## src/rtl/zero2asic_host.sv

```systemverilog
// zero2asic_host: serial initiator for the zero2asic cs/data_in/data_out peripheral.
// Accepts a parallel word over valid/ready, raises cs_out and shifts the word
// MSB-first onto sdo, captures the echoed sdi stream and pulses rx_valid.
// Ports:
//   clk, reset        rising-edge clock, synchronous active-high reset
//   tx_data/valid     word to send and its valid; tx_ready high only in IDLE
//   rx_data/valid     captured word (held) and one-cycle update pulse
//   busy              transfer in progress (SHIFT or FLUSH)
//   cs_out, sdo, sdi  peripheral pins
module zero2asic_host #(
   parameter int unsigned WIDTH      = 8,
   parameter int unsigned BIT_CYCLES = 1,
   parameter int unsigned LATENCY    = 1
) (
   input  logic             clk,
   input  logic             reset,
   input  logic [WIDTH-1:0] tx_data,
   input  logic             tx_valid,
   output logic             tx_ready,
   output logic [WIDTH-1:0] rx_data,
   output logic             rx_valid,
   output logic             busy,
   output logic             cs_out,
   output logic             sdo,
   input  logic             sdi
);

   localparam int unsigned BIT_W = (WIDTH > 1) ? $clog2(WIDTH) : 1;
   localparam int unsigned CYC_W = (BIT_CYCLES > 1) ? $clog2(BIT_CYCLES) : 1;

   typedef enum logic [1:0] {S_IDLE, S_SHIFT, S_FLUSH} state_t;

   state_t             state_q, state_d;
   logic [WIDTH-1:0]   tx_sr_q, tx_sr_d;
   logic [WIDTH-1:0]   rx_sr_q, rx_sr_d;
   logic [BIT_W-1:0]   bit_cnt_q, bit_cnt_d;
   logic [BIT_W-1:0]   cap_cnt_q, cap_cnt_d;
   logic [CYC_W-1:0]   cyc_cnt_q, cyc_cnt_d;
   logic               rx_full_q, rx_full_d;

   logic               tx_ready_q, tx_ready_d;
   logic [WIDTH-1:0]   rx_data_q, rx_data_d;
   logic               rx_valid_q, rx_valid_d;
   logic               busy_q, busy_d;
   logic               cs_out_q, cs_out_d;
   logic               sdo_q, sdo_d;

   logic               accept_c;
   logic               strobe_c;
   logic               strobe_dly_c;
   logic               bit_end_c;
   logic               last_bit_c;
   logic               done_c;
   logic               leave_c;
   logic [WIDTH-1:0]   rx_shift_c;

   // Handshake and bit-timing decodes
   assign accept_c   = (state_q == S_IDLE) && tx_valid && tx_ready_q;
   assign strobe_c   = (state_q == S_SHIFT) && (cyc_cnt_q == CYC_W'(0));
   assign bit_end_c  = (state_q == S_SHIFT) && (cyc_cnt_q == CYC_W'(BIT_CYCLES - 1));
   assign last_bit_c = (bit_cnt_q == BIT_W'(WIDTH - 1));
   assign done_c     = strobe_dly_c && (cap_cnt_q == BIT_W'(WIDTH - 1));
   assign rx_shift_c = WIDTH'({rx_sr_q, sdi});

   // Sample strobe delayed to line up with the peripheral echo
   if (LATENCY == 0) begin : g_no_dly
      assign strobe_dly_c = strobe_c;
   end else begin : g_dly
      logic [LATENCY-1:0] dly_q;
      always_ff @(posedge clk) begin
         if (reset) begin
            dly_q <= '0;
         end else begin
            dly_q <= (LATENCY)'({dly_q, strobe_c});
         end
      end
      assign strobe_dly_c = dly_q[LATENCY-1];
   end

   // State and datapath registers
   always_ff @(posedge clk) begin
      if (reset) begin
         state_q    <= S_IDLE;
         tx_sr_q    <= '0;
         rx_sr_q    <= '0;
         bit_cnt_q  <= '0;
         cap_cnt_q  <= '0;
         cyc_cnt_q  <= '0;
         rx_full_q  <= 1'b0;
         tx_ready_q <= 1'b0;
         rx_data_q  <= '0;
         rx_valid_q <= 1'b0;
         busy_q     <= 1'b0;
         cs_out_q   <= 1'b0;
         sdo_q      <= 1'b0;
      end else begin
         state_q    <= state_d;
         tx_sr_q    <= tx_sr_d;
         rx_sr_q    <= rx_sr_d;
         bit_cnt_q  <= bit_cnt_d;
         cap_cnt_q  <= cap_cnt_d;
         cyc_cnt_q  <= cyc_cnt_d;
         rx_full_q  <= rx_full_d;
         tx_ready_q <= tx_ready_d;
         rx_data_q  <= rx_data_d;
         rx_valid_q <= rx_valid_d;
         busy_q     <= busy_d;
         cs_out_q   <= cs_out_d;
         sdo_q      <= sdo_d;
      end
   end

   // Next-state logic; a transfer ends only once the shift window is over
   // and every echoed bit has been captured
   always_comb begin
      state_d = state_q;
      unique case (state_q)
         S_IDLE: begin
            if (accept_c) state_d = S_SHIFT;
         end
         S_SHIFT: begin
            if (bit_end_c && last_bit_c) begin
               state_d = (rx_full_q || done_c) ? S_IDLE : S_FLUSH;
            end
         end
         S_FLUSH: begin
            if (done_c) state_d = S_IDLE;
         end
         default: state_d = S_IDLE;
      endcase
   end

   // Datapath next values and registered-output next values
   always_comb begin
      tx_sr_d   = tx_sr_q;
      rx_sr_d   = rx_sr_q;
      bit_cnt_d = bit_cnt_q;
      cap_cnt_d = cap_cnt_q;
      cyc_cnt_d = cyc_cnt_q;
      rx_full_d = rx_full_q;
      rx_data_d = rx_data_q;
      leave_c   = (state_q != S_IDLE) && (state_d == S_IDLE);

      if (accept_c) begin
         tx_sr_d   = tx_data;
         bit_cnt_d = '0;
         cap_cnt_d = '0;
         cyc_cnt_d = '0;
         rx_full_d = 1'b0;
      end else if (state_q == S_SHIFT) begin
         if (bit_end_c) begin
            cyc_cnt_d = '0;
            if (!last_bit_c) begin
               bit_cnt_d = bit_cnt_q + BIT_W'(1);
               tx_sr_d   = WIDTH'({tx_sr_q, 1'b0});
            end
         end else begin
            cyc_cnt_d = cyc_cnt_q + CYC_W'(1);
         end
      end

      // Echo capture: first bit ends up at the MSB
      if (strobe_dly_c) begin
         rx_sr_d   = rx_shift_c;
         cap_cnt_d = done_c ? '0 : cap_cnt_q + BIT_W'(1);
      end
      if (done_c) rx_full_d = 1'b1;

      if (leave_c) rx_data_d = done_c ? rx_shift_c : rx_sr_q;

      rx_valid_d = leave_c;
      tx_ready_d = (state_d == S_IDLE);
      busy_d     = (state_d != S_IDLE);
      cs_out_d   = (state_d == S_SHIFT);
      sdo_d      = (state_d == S_SHIFT) ? tx_sr_d[WIDTH-1] : 1'b0;
   end

   assign tx_ready = tx_ready_q;
   assign rx_data  = rx_data_q;
   assign rx_valid = rx_valid_q;
   assign busy     = busy_q;
   assign cs_out   = cs_out_q;
   assign sdo      = sdo_q;

endmodule

```

## config.mk

```make
export PLATFORM = sky130hd
export DESIGN_NAME = zero2asic_host
export DESIGN_NICKNAME = d
export VERILOG_FILES = /design/src/rtl/zero2asic_host.sv
export SDC_FILE = /design/constraint.sdc
export NUM_CORES = 1
export LEC_CHECK = 0
export BUFFER_PORTS_ARGS = -buffer_cell sky130_fd_sc_hd__buf_2
export CAP_MARGIN = 25
export CORE_ASPECT_RATIO = 1.75
export CORE_MARGIN = 2
export CORE_UTILIZATION = 44
export CTS_CLUSTER_SIZE = 24
export DETAILED_ROUTE_END_ITERATION = 10
export PLACE_DENSITY = 0.74
export SYNTH_ARGS = -nofsm -noshare
export SYNTH_HDL_FRONTEND = slang
export SYNTH_SLANG_ARGS = --single-unit
```

## constraint.sdc

```tcl
create_clock -name clk -period 2.1 [get_ports clk]
set_clock_uncertainty 0.1 [all_clocks]
set_input_delay 0.21 -clock clk [delete_from_list [all_inputs] [get_ports clk]]
set_output_delay 0.21 -clock clk [all_outputs]
set_load 0.005 [all_outputs]
```

# Word level (Yosys, flattened, before mapping)
# Index checks and enable logic that the tools add are counted.
[totals] register_bits=40 latch_bits=0 ramBits=0 romBits=0 inputBits=12 out_inout_bits=13 elab_cells=62 memories=0
[classes] add_sub_neg=3 multipliers=0 div=0 magnitude_cmp=0 n_eq_ne=6 shift=0 muxes=16 bitwise=3 reduce_logical=19
[ops] cell="$mux W8" n=5
[ops] cell="$reduce_bool A2 Y1" n=6
[ops] cell="$mux W3" n=3
[ops] cell="$mux W2" n=4
[ops] cell="$add A3 B1 Y3 const B" n=2
[ops] cell="$eq A3 B3 Y1 const B" n=2
[ops] cell="$logic_and A1 B1 Y1" n=6
[ops] cell="$pmux W2 S3" n=1
[ops] cell="$reduce_and A3 Y1" n=2
[ops] cell="$eq A2 B1 Y1 const B" n=2
[ops] cell="$logic_not A2 Y1" n=2
[ops] cell="$reduce_or A2 Y1" n=2
[ops] cell="$mux W1" n=3
[ops] cell="$not A1 Y1" n=3
[ops] cell="$eq A2 B2 Y1 const B" n=1
[ops] cell="$ne A2 B2 Y1 const B" n=1
[ops] cell="$add A1 B1 Y1 const B" n=1
[ops] cell="$logic_or A1 B1 Y1" n=1

# Logic depth before layout (Yosys ltp)
[logic_depth] depth_word=9 depth_mapped=6 depth_no_buf=5

# Least setup slack after synthesis
# Ideal clock, no wire load.
[synth_timing] path_type="reg-to-reg" from="register cap_cnt_q[0]" to="register rx_data_q[0] (netlist: rx_data[0])" setup_time_ns=0.121 t_arrival_ns=1.641 setup_slack_ns=0.238 stages_incl_launch_ff=6 synth_period_minus_slack_ns=1.862 path_cell_list="dfxtp_1 ha_1 ha_1 a21oi_1 a2bb2oi_2 mux2_2"
[synth_between] elab_chain_cells=8 elab_cells_between_ends=10 cone_classes="eq/ne (1); mux (5); reduce/logical (4)"
[synth_rtl] item="start, declared" line="37" source="logic [BIT_W-1:0] cap_cnt_q, cap_cnt_d;"
[synth_rtl] item="start signal, assigned" line="101" source="cap_cnt_q <= cap_cnt_d;"
[synth_rtl] item="$eq A3 B3 Y1 (*)" line="62" source="assign done_c = strobe_dly_c && (cap_cnt_q == BIT_W'(WIDTH - 1));"
[synth_rtl] item="$logic_and A1 B1 Y1 (*)" line="62"
[synth_rtl] item="$logic_or A1 B1 Y1" line="123" source="state_d = (rx_full_q || done_c) ? S_IDLE : S_FLUSH;"
[synth_rtl] item="$mux W2" line="123"
[synth_rtl] item="$mux W2" line="122" source="if (bit_end_c && last_bit_c) begin"
[synth_rtl] item="$pmux W2 S3" line="117" source="unique case (state_q)"
[synth_rtl] item="$logic_not A2 Y1" line="142" source="leave_c = (state_q != S_IDLE) && (state_d == S_IDLE);"
[synth_rtl] item="$logic_and A1 B1 Y1" line="142"
[synth_rtl] item="end signal, assigned" line="105" source="rx_data_q <= rx_data_d;"
[synth_rtl] item="end, declared" line="42" source="logic [WIDTH-1:0] rx_data_q, rx_data_d;"
# Mark *: on every way between the ends. The rest lies on a longest branch, timed or not.
# A chain may end at the register's enable or synchronous reset.

# Final worst setup path
[layout_timing] from="register cap_cnt_q[0]" to="register rx_data_q[6] (netlist: rx_data[6])"
# Same word-level chain as after synthesis.

==> impl_metrics.py <==
metrics = {
    "global_routing": {
        "grt_use_total": 0.164,
        "grt_first_pass_wirelength_um": 5620,
        "grt_antenna_before_repair": 0,
        "met1_usage": 0.170,
        "grt_max_degree": 38,
        "grt-busiest-layer": "met2",
        "grt-ovfl-total": 0,
        "grtUsageMet2": 0.288,
        "gr-usage-met3": 0.0410,
        "grt_pass1_vias": 1329,
    },
    "synthesis": {
        "synth_area_mm2": 0.00177,
        "synth_seq_cells": 40,
        "synthCells": 189,
        "ys_seq_area_frac": 0.452,
        "synth_async_sr_flop_share": 0,
        "synth_edf_count": 0,
        "yosys_warnings": 0,
        "synth.distinct_cells": 35,
        "synth_flop_cell": "dfxtp_1",
        "syn-num-nets": 205,
        "syn_area_per_cell_um2": 9.38,
    },
    "placed_design": {
        "port_buffers": 24,
        "gp_congestion": 0.713,
        "dpl.hpwl_um": 2270,
    },
    "timing": {
        "fin_crit_sh": 0.918,
        "slew_viol_final": 0,
        "timing.hold.ws_ns": 0.0714,
        "worstMarginPinSlew_ns": 0.616,
        "min_period_ns": 1.93,
        "final.setup.tns_ns": 0,
        "relSlewSlack": 0.590,
        "hold_viol": 0,
        "setup_viol": 0,
        "rsz0062_at_grt": "no",
        "max_freq_ghz": 0.519,
    },
    "finish": {
        "final_nets": 228,
        "final_layout_size_suffix_gt1_frac": 0.272,
        "area_growth_pct": 16.9,
        "final_common_cell": "dfxtp_1",
        "final_cell_mix": "dfxtp_1 (40), buf_2 (24), a21oi_1 (20), nand3_1 (15), nor2_1 (15)",
        "antenna_cells": 0,
    },
    "hold_path": {
        "hold_class": "in -> reg",
    },
    "clock_tree": {
        "cts_root_buffer": "clkbuf_8",
        "cts_tree": "yes",
        "post_cts_buffers": 0,
        "h-tree-depth": 2,
        "clk_path_buf_depth": 2,
        "clk_latency_ns": 0.29,
        "post_cts_resized": 0,
        "cts_hold_buf": 0,
        "cts_buffers": 5,
        "clk_pin_slew_worst_paths_ns": 0.08,
        "clock_sinks": 40,
    },
    "routing": {
        "postRouteAntennaNets": 0,
        "viasPerCell": 5.41,
        "num_vias": 1412,
        "routed_wl_um": 3240,
        "drt_pass1_iterations": 4,
        "drc": 0,
        "wire_per_inst_um": 12.4,
        "drt_iter0_markers": 28,
    },
    "setup_path": {
        "cp-start-kind": "flip-flop",
        "crit_arrival_ns": 2.00,
        "endpoint_kind": "flip-flop",
        "path_class": "reg -> reg",
        "crit_fanout": 8,
        "cp.required_ns": 2.18,
    },
    "power_and_ir_drop": {
        "cellPowerDensity_mw_per_mm2": 764,
        "ir_drop_mv": 0.808,
        "p_leak_uw": 0.000857,
    },
    "job": {
        "maxCapViolCount": 0,
    },
    "floorplanning": {
        "fp.dieArea_mm2": 0.00457,
        "fp.dieW_um": 52.0,
        "die_height_um": 88.0,
        "io_pins": 25,
        "std_cell_rows": 30,
        "core-area_mm2": 0.00387,
        "initial_utilization": 0.459,
    },
    "status": {
        "outcome": "complete, no violations",
    },
}
[final timing paths]
check / start / cells past startpoint / slack, ns / endpoint
worst max-delay path: cap_cnt_q[0]$_SDFFE_PP0P_ / 6 / 0.17 / rx_data[6]$_SDFFE_PP0P_
worst min-delay path: sdi / 3 / 0.07 / rx_sr_q[0]$_SDFFE_PP0P_
worst max register to register: cap_cnt_q[0]$_SDFFE_PP0P_ / 6 / 0.17 / rx_data[6]$_SDFFE_PP0P_
worst min register to register: tx_sr_q[3]$_SDFFE_PP0P_ / 2 / 0.37 / tx_sr_q[3]$_SDFFE_PP0P_
[layout make-up]
| type | count | area (µm²) |
|---|---|---|
| Tap cell | 48 | 60.1 |
| Clock inverter | 1 | 30.0 |
| Clock buffer | 7 | 96.3 |
| Inverter | 4 | 15.0 |
| Multi-Input combinational cell | 129 | 891 |
| Sequential cell | 40 | 801 |
| Fill cell | 370 | 1790 |
| Timing Repair Buffer | 32 | 180 |
[per-stage QoR]
step / util / worst slack, ns / power [µW] / std cells / area [µm²]
after detailed placement: 0.504 / 0.178 / 925 / 253 / 1950
after CTS: 0.536 / 0.168 / 1610 / 261 / 2070
after global placement: 0.504 / 0.229 / 922 / 253 / 1950
final: 0.536 / 0.172 / 1580 / 261 / 2070
after global routing: 0.536 / 0.0294 / 1650 / 261 / 2070
after floorplan: - / 0.238 / 887 / 189 / 1770
[critical path: stages (launching register included)]
cell and delay, ns:
dfxtp_1 0.33, ha_1 0.20, ha_1 0.22, a21oi_1 0.28, a2bb2oi_2 0.15, buf_4 0.18, mux2_2 0.34
[cells in the mapped netlist, types with 6 or more instances]
cell type | n | area, µm²
clkbuf_1 | 6 | 22.5
mux2_2 | 7 | 78.8
a21bo_2 | 7 | 70.1
dfxtp_1 | 40 | 801
nor2b_1 | 8 | 50.1
nor2_1 | 15 | 56.3
a21oi_1 | 20 | 100
mux2i_1 | 12 | 120
nand3_1 | 15 | 75.1
nand2_1 | 9 | 33.8
[cells by family after synthesis]
family,after synthesis,synth area share
AO/OA/AOI/OAI,43,0.171
AND/OR/NAND/NOR,62,0.186
adder cells (fa/ha/maj),4,0.0282
flip-flops,40,0.452
multiplexers,19,0.112
XOR/XNOR,1,0.00494
buffers and inverters,20,0.0459
[sequential cells by signal, summed over array words and instances, names as in the netlist, 2 cells and up]
signal and count:
bit_cnt_q 3, rx_data 8, cap_cnt_q 3, rx_sr_q 8, state_q 2, tx_sr_q 8
[metal layers]
| layer | vias to the layer above | routed length, µm |
|---|---|---|
| li1 | 715 | - |
| met1 | 670 | 1300 |
| met2 | 22 | 1740 |
| met3 | 5 | 115 |
| met4 | 0 | 81 |
| met5 | - | 0 |
[power by group]
group / internal, µW / switching [µW] / leakage [µW]
combinational: 49.2 / 65.5 / 0.000469
clock: 419 / 258 / 0.0000645
sequential: 779 / 12.8 / 0.000324
total: 1250 / 336 / 0.000857
Note: power is estimated with default switching activity, not from simulation.
